--- config.mk ---
export PLATFORM = sky130hd
export DESIGN_NAME = ahb_slave_port_arbiter_flat
export DESIGN_NICKNAME = d
export VERILOG_FILES = /design/src/rtl/ahb_slave_port_arbiter_pkg.sv /design/src/rtl/ahb_slave_port_arbiter_if.sv /design/src/rtl/ahb_slave_port_arbiter_pick.sv /design/src/rtl/ahb_slave_port_arbiter.sv /design/src/flat_wrapper.sv
export SDC_FILE = /design/constraint.sdc
export NUM_CORES = 1
export LEC_CHECK = 0
export CORE_MARGIN = 2
export CORE_UTILIZATION = 52
export CTS_CLUSTER_DIAMETER = 30
export DETAILED_ROUTE_END_ITERATION = 12
export DONT_BUFFER_PORTS = 1
export PLACE_DENSITY_LB_ADDON = 0.15
export SYNTH_ARGS = -nofsm -noshare
export SYNTH_HDL_FRONTEND = slang
export SYNTH_SLANG_ARGS = --single-unit
--- constraint.sdc ---
create_clock -name hclk -period 9.05 [get_ports hclk]
set_input_delay 1.81 -clock hclk [delete_from_list [all_inputs] [get_ports hclk]]
set_output_delay 1.81 -clock hclk [all_outputs]
set_load 0.05 [all_outputs]
--- src/rtl/ahb_slave_port_arbiter_pkg.sv ---
// ahb_slave_port_arbiter_pkg: burst/arbitration types and burst length decode for the per-slave arbiter
package ahb_slave_port_arbiter_pkg;
  typedef enum logic [2:0] {
    SINGLE = 3'd0, INCR = 3'd1, WRAP4 = 3'd2, INCR4 = 3'd3,
    WRAP8 = 3'd4, INCR8 = 3'd5, WRAP16 = 3'd6, INCR16 = 3'd7
  } hburst_type;
  typedef enum logic [1:0] {ARB_FIXED, ARB_ROUND_ROBIN, ARB_DYNAMIC} arb_mode_e;
  typedef enum logic {ST_IDLE, ST_OWN} arb_state_e;
  localparam int CNT_W = 9;
  function automatic logic [CNT_W-1:0] burst_beats(hburst_type b, int incr_max);
    return b == SINGLE ? CNT_W'(1) :
           b == INCR ? CNT_W'(incr_max) :
           (b == WRAP4 || b == INCR4) ? CNT_W'(4) :
           (b == WRAP8 || b == INCR8) ? CNT_W'(8) : CNT_W'(16);
  endfunction
endpackage

--- src/rtl/ahb_slave_port_arbiter_if.sv ---
// ahb_slave_port_arbiter_if: request/grant bundle between master-side decoders and one slave port
interface ahb_slave_port_arbiter_if
  import ahb_slave_port_arbiter_pkg::*;
#(
  parameter int MASTER_NUM = 4,
  parameter int PRIOR_BIT  = 2
);
  logic [MASTER_NUM-1:0]                hreq;
  hburst_type [MASTER_NUM-1:0]          hburst;
  logic [MASTER_NUM-1:0][PRIOR_BIT-1:0] hprior;
  logic                                 hwait;
  logic [MASTER_NUM-1:0]                hgrant;
  logic                                 hsel;
  logic [$clog2(MASTER_NUM)-1:0]        hmaster;
  logic                                 hlast;
  modport master (output hreq, hburst, hprior, hwait, input hgrant, hsel, hmaster, hlast);
  modport slave  (input hreq, hburst, hprior, hwait, output hgrant, hsel, hmaster, hlast);
endinterface

--- src/rtl/ahb_slave_port_arbiter_pick.sv ---
// ahb_arb_pick: combinational winner selection (fixed, round-robin or priority) with optional exclusion
module ahb_arb_pick
  import ahb_slave_port_arbiter_pkg::*;
#(
  parameter int N  = 4,
  parameter int PB = 2,
  parameter int IW = $clog2(N)
) (
  input  logic [N-1:0]         i_req,
  input  logic [N-1:0]         i_excl,
  input  logic [IW-1:0]        i_rr_ptr,
  input  logic [N-1:0][PB-1:0] i_prior,
  input  arb_mode_e            i_mode,
  output logic [N-1:0]         o_onehot,
  output logic [IW-1:0]        o_idx
);
  logic [N-1:0]  w_cand;
  logic          w_found;
  logic [PB-1:0] w_best;
  int            w_i;
  function automatic int wrap(int a);
    return a >= N ? a - N : a;
  endfunction
  // the excluded master only loses when someone else is asking
  always_comb begin
    w_cand = |(i_req & ~i_excl) ? i_req & ~i_excl : i_req;
    w_found = 1'b0;
    w_best = '0;
    w_i = 0;
    o_idx = '0;
    for (int k = 0; k < N; k++) begin
      w_i = i_mode == ARB_ROUND_ROBIN ? wrap(int'(i_rr_ptr) + k) : k;
      if (w_cand[w_i] && (!w_found || (i_mode == ARB_DYNAMIC && i_prior[w_i] > w_best))) begin
        w_found = 1'b1;
        w_best = i_prior[w_i];
        o_idx = IW'(w_i);
      end
    end
    o_onehot = w_found ? N'(1) << o_idx : '0;
  end
endmodule

--- src/rtl/ahb_slave_port_arbiter.sv ---
// ahb_slave_port_arbiter: per-slave AHB arbiter with burst-length tracking and capped INCR bursts
module ahb_slave_port_arbiter
  import ahb_slave_port_arbiter_pkg::*;
#(
  parameter int        MASTER_NUM  = 4,
  parameter int        PRIOR_LEVEL = 4,
  parameter int        PRIOR_BIT   = $clog2(PRIOR_LEVEL),
  parameter arb_mode_e ARB_MODE    = ARB_ROUND_ROBIN,
  parameter int        INCR_MAX    = 16
) (
  input logic hclk,
  input logic hreset_n,
  ahb_slave_port_arbiter_if.slave bus
);
  localparam int IW = $clog2(MASTER_NUM);
  arb_state_e            r_state, w_state_nxt;
  logic [MASTER_NUM-1:0] r_grant, w_win_oh, w_excl;
  logic [IW-1:0]         r_master, r_rr_ptr, w_ptr, w_win_idx;
  logic [CNT_W-1:0]      r_cnt, r_len;
  logic                  r_incr, w_own, w_final, w_grant;
  ahb_arb_pick #(.N(MASTER_NUM), .PB(PRIOR_BIT), .IW(IW)) u_pick (
    .i_req(bus.hreq), .i_excl(w_excl), .i_rr_ptr(w_ptr), .i_prior(bus.hprior),
    .i_mode(ARB_MODE), .o_onehot(w_win_oh), .o_idx(w_win_idx)
  );
  // re-arbitration on the final beat sees the already-advanced round-robin pointer
  always_comb begin
    w_own = r_state == ST_OWN;
    w_final = w_own & ~bus.hwait & ((r_cnt == r_len - 1'b1) | (r_incr & ~bus.hreq[r_master]));
    w_ptr = w_final ? (r_master == IW'(MASTER_NUM - 1) ? '0 : r_master + 1'b1) : r_rr_ptr;
    w_excl = w_final ? r_grant : '0;
    w_grant = (~w_own | w_final) & |bus.hreq;
    w_state_nxt = w_grant ? ST_OWN : w_final ? ST_IDLE : r_state;
  end
  always_ff @(posedge hclk or negedge hreset_n)
    if (!hreset_n) r_state <= ST_IDLE;
    else r_state <= w_state_nxt;
  always_ff @(posedge hclk or negedge hreset_n)
    if (!hreset_n) begin
      r_grant <= '0;
      r_master <= '0;
      r_cnt <= '0;
      r_len <= '0;
      r_incr <= 1'b0;
      r_rr_ptr <= '0;
    end else begin
      r_rr_ptr <= w_ptr;
      if (w_grant) begin
        r_grant <= w_win_oh;
        r_master <= w_win_idx;
        r_cnt <= '0;
        r_len <= burst_beats(bus.hburst[w_win_idx], INCR_MAX);
        r_incr <= bus.hburst[w_win_idx] == INCR;
      end else if (w_final) r_grant <= '0;
      else if (w_own & ~bus.hwait) r_cnt <= r_cnt + 1'b1;
    end
  assign bus.hgrant = r_grant & {MASTER_NUM{~bus.hwait}};
  assign bus.hsel = |r_grant;
  assign bus.hmaster = r_master;
  assign bus.hlast = w_final;
endmodule
--- src/flat_wrapper.sv ---
// flat-port wrapper written by rule: the top's interface ports become plain ports
module ahb_slave_port_arbiter_flat import ahb_slave_port_arbiter_pkg::*;
#(
  parameter int        MASTER_NUM  = 4,
  parameter int        PRIOR_LEVEL = 4,
  parameter int        PRIOR_BIT   = $clog2(PRIOR_LEVEL),
  parameter arb_mode_e ARB_MODE    = ARB_ROUND_ROBIN,
  parameter int        INCR_MAX    = 16
)
  (hclk, hreset_n, bus_hreq, bus_hburst, bus_hprior, bus_hwait, bus_hgrant, bus_hsel, bus_hmaster, bus_hlast);
  ahb_slave_port_arbiter_if #(.MASTER_NUM(MASTER_NUM), .PRIOR_BIT(PRIOR_BIT)) bus_i ();
  input logic hclk;
  input logic hreset_n;
  input wire logic [$bits(bus_i.hreq)-1:0] bus_hreq;
  input wire logic [$bits(bus_i.hburst)-1:0] bus_hburst;
  input wire logic [$bits(bus_i.hprior)-1:0] bus_hprior;
  input wire logic [$bits(bus_i.hwait)-1:0] bus_hwait;
  output wire logic [$bits(bus_i.hgrant)-1:0] bus_hgrant;
  output wire logic [$bits(bus_i.hsel)-1:0] bus_hsel;
  output wire logic [$bits(bus_i.hmaster)-1:0] bus_hmaster;
  output wire logic [$bits(bus_i.hlast)-1:0] bus_hlast;
  assign bus_i.hreq = bus_hreq;
  assign bus_i.hburst = bus_hburst;
  assign bus_i.hprior = bus_hprior;
  assign bus_i.hwait = bus_hwait;
  assign bus_hgrant = bus_i.hgrant;
  assign bus_hsel = bus_i.hsel;
  assign bus_hmaster = bus_i.hmaster;
  assign bus_hlast = bus_i.hlast;
  ahb_slave_port_arbiter #(.MASTER_NUM(MASTER_NUM), .PRIOR_LEVEL(PRIOR_LEVEL), .PRIOR_BIT(PRIOR_BIT), .ARB_MODE(ARB_MODE), .INCR_MAX(INCR_MAX)) u_core (.hclk(hclk), .hreset_n(hreset_n), .bus(bus_i));
endmodule
; ---- Word level (Yosys, flattened, before mapping)
; Index checks and enable logic that the tools add are counted.
[classes]
add_sub_neg = 10
n_lt_le_gt_ge = 10
eq_ne = 8
n_shift = 1
muxes = 44
bitwise_logic = 12
n_reduce_logical = 15
[op_table]
columns = cell, n
row1 = $lt 32x4->1 const B, 4
row2 = $mux 32, 4
row3 = $mux 9, 6
row4 = $mux 4, 5
row5 = $mux 1, 15
row6 = $mux 2, 6
row7 = $reduce_or 4->1, 3
row8 = $sub 3x3->4 const B, 3
row9 = $bmux 1 s2, 5
row10 = $add 9x1->9 const B, 1
row11 = $eq 9x9->1, 1
row12 = $ge 3x3->1 const B, 3
row13 = $sub 9x1->9 const B, 1
row14 = $and 4x4->4, 2
row15 = $add 2x2->3 const B, 2
row16 = $bmux 3 s2, 1
row17 = $eq 3x2->1 const B, 2
row18 = $eq 3x3->1 const B, 2
row19 = $lt 2x3->1 const B, 2
row20 = $mux 5, 1
row21 = $and 1x1->1, 4
row22 = $not 4->4, 1
row23 = $reduce_bool 2->1, 2
row24 = $shl 1x2->4 const A, 1
row25 = 15 further kinds, 23
[word_totals]
reg_bits = 28
inputBits = 27
output_inout_bits = 8
wordCells = 107

; ---- Logic depth before layout (Yosys ltp)
; Gate-level depths: netlist of run 1.
[logic_depth]
depth_word = 32
mapped_depth = 14

; ---- Hierarchy
; From an unflattened synthesis of run 1, not the netlist that was laid out.
[unflattened]
hier_cells = 277
hier_area_um2 = 2468.6
[modules_own_cells]
columns = mod, n_inst, cells_each, area_each_um2
row1 = ahb_slave_port_arbiter, 1, 140, 1438.9
row2 = ahb_arb_pick, 1, 137, 1029.7

; ---- Worst setup path before layout of run 1
; Ideal clock, no wire load.
[synth_path]
kind = input to register
startpoint = input port bus_hreq[3]
endpoint = register u_core.r_len[4]
setup_time_ns = 0.124
arrival_time_ns = 4.555
t_required_ns = 8.926
path_slack_ns = 4.371
cell_stages = 11
n_path_buf = 0
path_cell_list = mux4_2 -> nand2b_1 -> nor2_2 -> a21oi_4 -> inv_4 -> mux2i_1 -> o211ai_1 -> a222oi_1 -> mux4_1 -> and2_1 -> o31a_1
[synth_via]
elab_chain_cells = 32
word_cells_on_any_way = 69
cone_classes = add/sub: 7 / order compare: 4 / eq/ne: 5 / mux: 34 / bitwise: 8 / reduce/logical: 11
[synth_rtl]
columns = item, line_no
row1 = from (decl), flat_wrapper.sv:14  ; input wire logic [$bits(bus_i.hreq)-1:0] bus_hreq;
row2 = $bmux 1 s2 *, ahb_slave_port_arbiter.sv:28  ; w_final = w_own & ~bus.hwait & ((r_cnt == r_len - 1'b1) | (r_incr & ~bus.hreq[r_master]));
row3 = $mux 1 (not written as such) *, ahb_slave_port_arbiter.sv:28
row4 = $not 1->1 *, ahb_slave_port_arbiter.sv:28
row5 = $and 1x1->1 *, ahb_slave_port_arbiter.sv:28
row6 = $or 1x1->1 *, ahb_slave_port_arbiter.sv:28
row7 = $and 1x1->1 *, ahb_slave_port_arbiter.sv:28
row8 = named net bus_hlast, flat_wrapper.sv:21  ; output wire logic [$bits(bus_i.hlast)-1:0] bus_hlast;
row9 = branches (longest 26 deep; another with $sub 3x3->4), --
row10 = to (signal assigned), ahb_slave_port_arbiter.sv:51  ; r_len <= burst_beats(bus.hburst[w_win_idx], INCR_MAX);
row11 = to (decl), ahb_slave_port_arbiter.sv:19  ; logic [CNT_W-1:0] r_cnt, r_len;
; Mark *: on every way through the listed nets, which the timed path passes. The select of a mux whose other input is x is not followed.
; A chain may end at the register's enable or synchronous reset.

; ---- Worst setup path in the final report of run 1
[layout_path]
startpoint = input port bus_hreq[3]
endpoint = register u_core.r_len[2]
[layout_via]
elab_chain_cells = 31
word_cells_on_any_way = 65
cone_classes = add/sub: 7 / order compare: 4 / eq/ne: 3 / mux: 33 / bitwise: 8 / reduce/logical: 10
[layout_rtl]
columns = item, line_no
row1 = $bmux 1 s2 *, ahb_slave_port_arbiter.sv:28
row2 = $mux 1 (not written as such) *, ahb_slave_port_arbiter.sv:28
row3 = $not 1->1 *, ahb_slave_port_arbiter.sv:28
row4 = $and 1x1->1 *, ahb_slave_port_arbiter.sv:28
row5 = $or 1x1->1 *, ahb_slave_port_arbiter.sv:28
row6 = $and 1x1->1 *, ahb_slave_port_arbiter.sv:28
row7 = named net bus_hlast, flat_wrapper.sv:21
row8 = branches (longest 25 deep; another with $sub 3x3->4), --
; Marked as above.

==> results of run 1 <==
## per-stage QoR
stage	hold slack, ns	instances	power (W)	utilization, %	cell area [um^2]
2_1_floorplan	0.482	178	0.000451	-	1660
3_3_place_gp	0.501	217	0.000492	55.6	1700
3_5_place_dp	0.516	217	0.000506	55.6	1700
4_1_cts	0.545	221	0.000556	56.4	1720
5_1_grt	0.568	221	0.000598	56.4	1720
6_report	0.541	221	0.000554	56.4	1720
## registers in the layout, indices dropped and copies added (netlist names)
name,count
u_core.bus.hmaster,2
u_core.r_cnt,9
u_core.r_state,1
u_core.r_grant,4
u_core.r_rr_ptr,2
u_core.r_incr,1
u_core.r_len,4
## layout make-up
| cell class | count | area [um^2] |
|---|---|---|
| fill | 292 | 1330 |
| multi-input combinational | 139 | 1020 |
| sequential | 23 | 576 |
| tap | 44 | 55.1 |
| inverter | 11 | 45.0 |
| clock buffer | 4 | 26.3 |
## worst paths after layout
path | startpoint | end | slack (ns)
max | bus_hreq[3] | u_core.r_len[2] | 4.25
min reg2reg | u_core.r_incr | u_core.r_incr | 0.54
min in group asynchronous | hreset_n | u_core.r_cnt[3] | 1.17
max in group asynchronous | hreset_n | u_core.r_len[3] | 7.80
max reg2reg | u_core.r_len[3] | u_core.r_len[2] | 4.76
min | u_core.r_incr | u_core.r_incr | 0.54
## cells in the mapped netlist (2+ instances only)
cell type / instances
xor2_1: 7
mux4_1: 2
nand3b_1: 2
nor4_1: 2
nor2b_1: 6
mux4_2: 2
nand2_1: 22
nor2_1: 15
o21ai_0: 9
o211ai_1: 2
a21oi_1: 3
nand3_1: 9
xnor2_1: 5
ha_1: 4
dfrtp_1: 23
or3_1: 2
inv_1: 9
nand2b_1: 3
clkbuf_1: 5
o31ai_1: 2
and4_1: 2
mux2i_1: 6
a31oi_1: 3
o21ai_2: 2
## report_power, final
group	leakage [nW]	internal [W]	switching (W)
Clock	0.0150	0.0000172	0.0000319
Sequential	0.294	0.000138	0.0000663
Combinational	0.434	0.000123	0.000177
## placed cells by master (no fill, tap or decap), types with 2 or more instances in the layout
| master | n |
|---|---|
| a31oi_1 | 3 |
| mux4_1 | 2 |
| o21ai_2 | 2 |
| xor2_1 | 7 |
| or3_1 | 2 |
| nand3b_1 | 2 |
| and4_1 | 2 |
| nor4_1 | 2 |
| o21ai_0 | 9 |
| dfrtp_1 | 23 |
| mux2i_1 | 6 |
| o211ai_1 | 2 |
| nor2b_1 | 6 |
| nand3_1 | 9 |
| a21oi_1 | 3 |
| clkbuf_4 | 3 |
| nand2_1 | 22 |
| xnor2_1 | 5 |
| ha_1 | 4 |
| nand2b_1 | 3 |
| inv_1 | 9 |
| mux4_2 | 2 |
| nor2_1 | 15 |
| o31ai_1 | 2 |
## logic make-up (layout without fill, tap and decap cells)
family	after synthesis	count (layout)	share of synthesized area (%)
AO/OA/AOI/OAI	36	36	18.1
multiplexers	11	11	10.2
flip-flops	23	23	34.7
adder cells (fa/ha/maj)	4	4	3.01
XOR/XNOR	12	12	6.33
AND/OR/NAND/NOR	76	76	23.9
buffers and inverters	16	15	3.84
## critical path, cell delays in order
cell and delay [ns]:
mux4_2 0.43, nand2b_1 0.20, nor2_2 0.17, a21oi_4 0.12, inv_4 0.21, mux2i_1 0.30, o211ai_1 0.17, a222oi_1 0.68
mux4_1 0.49, or3b_1 0.40, o21ai_2 0.06
## routing by layer
layer	wire length, um	vias up	global-route usage (%)
li1	-	640	-
met1	1510	667	26.0
met2	1840	38	37.7
met3	176	8	4.69
met4	46	0	6.21
met5	0	-	0
==> impl_metrics.json, run 1 <==
{
  "outcome": "completed",
  "synth_largest_area_cell": "dfrtp_1",
  "insertion_delay_ns": 0.31,
  "via_per_inst": 6.12,
  "fin_crit_sh_pct": 53.1,
  "cts_hold_buf": 0,
  "start_kind": "primary input",
  "syn_nets": 209,
  "layout_min_cycle_time_ns": 4.80,
  "cellPowerDensity_nw_per_um2": 322,
  "netlist-cell-type-count": 55,
  "slew_violations": 0,
  "dieArea_um2": 3660,
  "ant_nets": 0,
  "diodes": 0,
  "final_nets": 209,
  "dr.pass1.iters": 4,
  "grt_pass1_vias": 1290,
  "ir_drop_uv": 179,
  "core_um2": 3050,
  "grt-ovfl-total": 0,
  "hold_viol": 0,
  "crit_arrival_ns": 5.05,
  "place_hpwl_um": 2750,
  "critPathCaptureType": "register",
  "cts_tree": "yes",
  "vias": 1353,
  "synth.area.top_cells": "dfrtp_1, nand2_1, xor2_1",
  "cap_violations": 0,
  "drive_gt1_share_pct": 11.3,
  "postCtsResizedCells": 0,
  "antenna_found_initial": 0,
  "final.setup.worst_slack_ns": 4.25,
  "ctsHtreeMaxLevel": 1,
  "ys_ff_latch": 23,
  "routed_wl_um": 3570,
  "async_flop_share_pct": 100,
  "grt_pass1_wl_um": 5890,
  "fp-row-count": 20,
  "synthToLayoutAreaGrowth_pct": 3.77,
  "grt_max_degree": 24,
  "clock-sinks": 23,
  "fmax_ghz": 0.208,
  "synth_edf_count": 0,
  "crit_type": "primary input to register",
  "numCtsBuffers": 3,
  "synthesis.area_um2": 1660,
  "setup_viol": 0,
  "hold_depth": 1,
  "max_slew_margin_pct": 32.1,
  "drtIter0Drc": 72,
  "rsz0062_at_grt": "no",
  "final.setup_skew_ns": 0.00483,
  "hold_class": "register to register",
  "synth_seq_area_share_pct": 34.7,
  "cts_root_buffer": "clkbuf_4",
  "clockBufferDepth": 2,
  "crit_path_max_fanout": 16,
  "synth_ff_type": "dfrtp_1",
  "post-cts-setup-buffers": 0,
  "clkTransAtPathRegs_ns": 0.13,
  "drc": 0,
  "tns_ns": 0,
  "post-place-ws_ns": 3.93,
  "yosys_warnings": 0,
  "leakage_nw": 0.742,
  "r2r.worst_path.cells": 14,
  "die_h_um": 60.5,
  "synth_top_area_share_pct": 34.7,
  "port_buffers": 0,
  "initial_core_util_pct": 54.4,
  "die_x_um": 60.5,
  "wl_per_cell_um": 16.2,
  "avgSynthCellArea_um2": 9.33,
  "crit_required_ns": 9.30,
  "track_usage_pct": 21.3,
  "synthCells": 178,
  "gp_congestion": 0.835,
  "io-pin-count": 35,
  "worst_pin_slew_ns": 1.02
}
(Power assumes the default switching activity.)
==> inputs of run 2 (changes only) <==
==> constraint.sdc (replaced) <==
create_clock -name hclk -period 3.9 [get_ports hclk]
set_input_delay 0.78 -clock hclk [delete_from_list [all_inputs] [get_ports hclk]]
set_output_delay 0.78 -clock hclk [all_outputs]
set_load 0.05 [all_outputs]
==> impl_metrics.json, run 2 (synthesis results as in run 1) <==
{
  "outcome": "completed",
  "cp_top_family": "compound AO/OA/AOI/OAI gates",
  "gp_congestion": 0.850,
  "place_hpwl_um": 2790,
  "ir_drop_uv": 484,
  "path_cells": "nor3_1 > ha_1 > xnor2_2 > a2111oi_4 > and2_4 > a21oi_4 > buf_4 > mux2i_2 > o211ai_1 > a222oi_1 > buf_4 > mux4_1 > or3b_1 > o21ai_2",
  "p_sw_share_pct": 48.4,
  "cts_root_buffer": "clkbuf_4",
  "cp.depth": 14,
  "p_total_w": 0.00136,
  "crit_required_ns": 4.16,
  "cpPeakStageDelay_ns": 0.47,
  "slew_violations": 0,
  "vias": 1339,
  "dieArea_um2": 3660,
  "layout_min_cycle_time_ns": 3.76,
  "core_um2": 3050,
  "reg.largest.list": "u_core.r_cnt: 9 flops, u_core.r_grant: 4 flops, u_core.r_len: 4 flops",
  "grt-ovfl-total": 0,
  "critPathCaptureType": "register",
  "initial_core_util_pct": 54.4,
  "drive_gt1_share_pct": 18.3,
  "grt_max_degree": 24,
  "drtIter0Drc": 60,
  "track_usage_pct": 22.0,
  "ctsHtreeMaxLevel": 1,
  "antenna_found_initial": 0,
  "numCtsBuffers": 3,
  "routed_wl_um": 3600,
  "fmax_ghz": 0.266,
  "synthToLayoutAreaGrowth_pct": 9.34,
  "diodes": 0,
  "leakage_nw": 0.791,
  "switchingPower_w": 0.000660,
  "utilization_pct": 59.5,
  "layout_common_cells": "dfrtp_1, nand2_1, nor2_1",
  "clock-sinks": 23,
  "grt_pass1_wl_um": 6020,
  "r2r.worst_path.cells": 14,
  "p_clk_share_pct": 8.3,
  "ant_nets": 0,
  "insertion_delay_ns": 0.32,
  "wl_per_cell_um": 15.6,
  "largest_register": "u_core.r_cnt",
  "clockBufferDepth": 2,
  "seqPwrFrac_pct": 31.0,
  "cellPowerDensity_nw_per_um2": 751,
  "final_nets": 218,
  "placed_cell_area_um2": 1760,
  "die_x_um": 60.5,
  "via_per_inst": 5.82,
  "max_slew_margin_pct": 37.1,
  "die_h_um": 60.5,
  "io-pin-count": 35,
  "p_int_w": 0.000704,
  "crit_arrival_ns": 4.01,
  "crit_type": "register to register",
  "grt_pass1_vias": 1362,
  "hold_viol": 0,
  "crit_buf_inv": 2,
  "combPwrFrac_pct": 60.7,
  "start_kind": "register",
  "fin_crit_sh_pct": 96.3,
  "largest_reg_flops": 9,
  "drc": 0,
  "port_buffers": 0,
  "final.setup_skew_ns": 0.00545,
  "fp-row-count": 20,
  "whs_ns": 0.132,
  "crit_path_max_fanout": 7,
  "worst_pin_slew_ns": 0.942,
  "cpMaxStageDelayCell": "dfrtp_1",
  "dr.pass1.iters": 4,
  "cts_tree": "yes",
  "cap_violations": 0,
  "stdcell_area_um2": 1820,
  "setup_viol": 0,
  "layout_commonest_cell": "dfrtp_1",
  "clkTransAtPathRegs_ns": 0.13,
  "hold_class": "primary input to asynchronous set/reset pin",
  "cpMostUsedCell": "buf_4"
}
[run 2: worst register-to-register path, cell delays in order, from the launching register on]
cell       delay, ns
dfrtp_1         0.47
nor3_1          0.18
ha_1            0.30
xnor2_2         0.20
a2111oi_4       0.07
and2_4          0.18
a21oi_4         0.25
buf_4           0.22
mux2i_2         0.27
o211ai_1        0.16
a222oi_1        0.33
buf_4           0.22
mux4_1          0.36
or3b_1          0.41
o21ai_2         0.07
[run 2: layer usage]
metal	part of all wire, %	wire length [um]	vias up	global-route usage [%]
met3	4.0	145	9	3.62
met1	43	1540	637	25.3
met4	2.0	71	0	9.32
li1	-	-	656	-
met2	51	1840	37	40.4
met5	0	0	-	0
[run 2: path summary, 6_finish.rpt]
path	endpoint	slack (ns)	from
worst max-delay path	u_core.r_len[2]	0.14	u_core.r_len[0]
worst min-delay path	u_core.r_cnt[6]	0.13	hreset_n
worst max register to register	u_core.r_len[2]	0.14	u_core.r_len[0]
worst min register to register	u_core.r_incr	0.54	u_core.r_incr
max in group asynchronous	u_core.r_incr	3.69	hreset_n
min in group hclk	u_core.r_incr	0.54	u_core.r_incr
[run 2: power by group through the flow]
stage / logic [W] / clock network [W] / registers, W
finish: 0.000828 / 0.000113 / 0.000422
global route: 0.000904 / 0.000129 / 0.000438
CTS: 0.000800 / 0.000117 / 0.000421
detailed placement: 0.000794 / 0 / 0.000426
global placement: 0.000767 / 0 / 0.000420
floorplan: 0.000611 / 0 / 0.000435
[run 2: timing repair]
action | in CTS | in global routing
hold buffers | 0 | 0
buffers inserted | 0 | 1
endpoints found under the setup margin | 0 | 4
gates resized for setup | 0 | 4
[run 2: final cells by class]
| type | instances | area (um^2) |
|---|---|---|
| well taps | 44 | 55.1 |
| fillers | 284 | 1240 |
| multi-input cells | 139 | 1040 |
| clock inverters | 1 | 5.00 |
| repair buffers | 9 | 67.6 |
| inverters | 11 | 45.0 |
| clock buffers | 3 | 22.5 |
| flip-flops and latches | 23 | 576 |
[run 2: metrics by stage]
step / TNS (ns) / worst slack (ns) / instances
6_report: 0 / 0.143 / 230
5_1_grt: -0.00620 / -0.00620 / 230
4_1_cts: 0 / 0.00922 / 229
3_5_place_dp: 0 / 0.0612 / 225
3_3_place_gp: 0 / 0.162 / 225
2_1_floorplan: 0 / 0.203 / 178
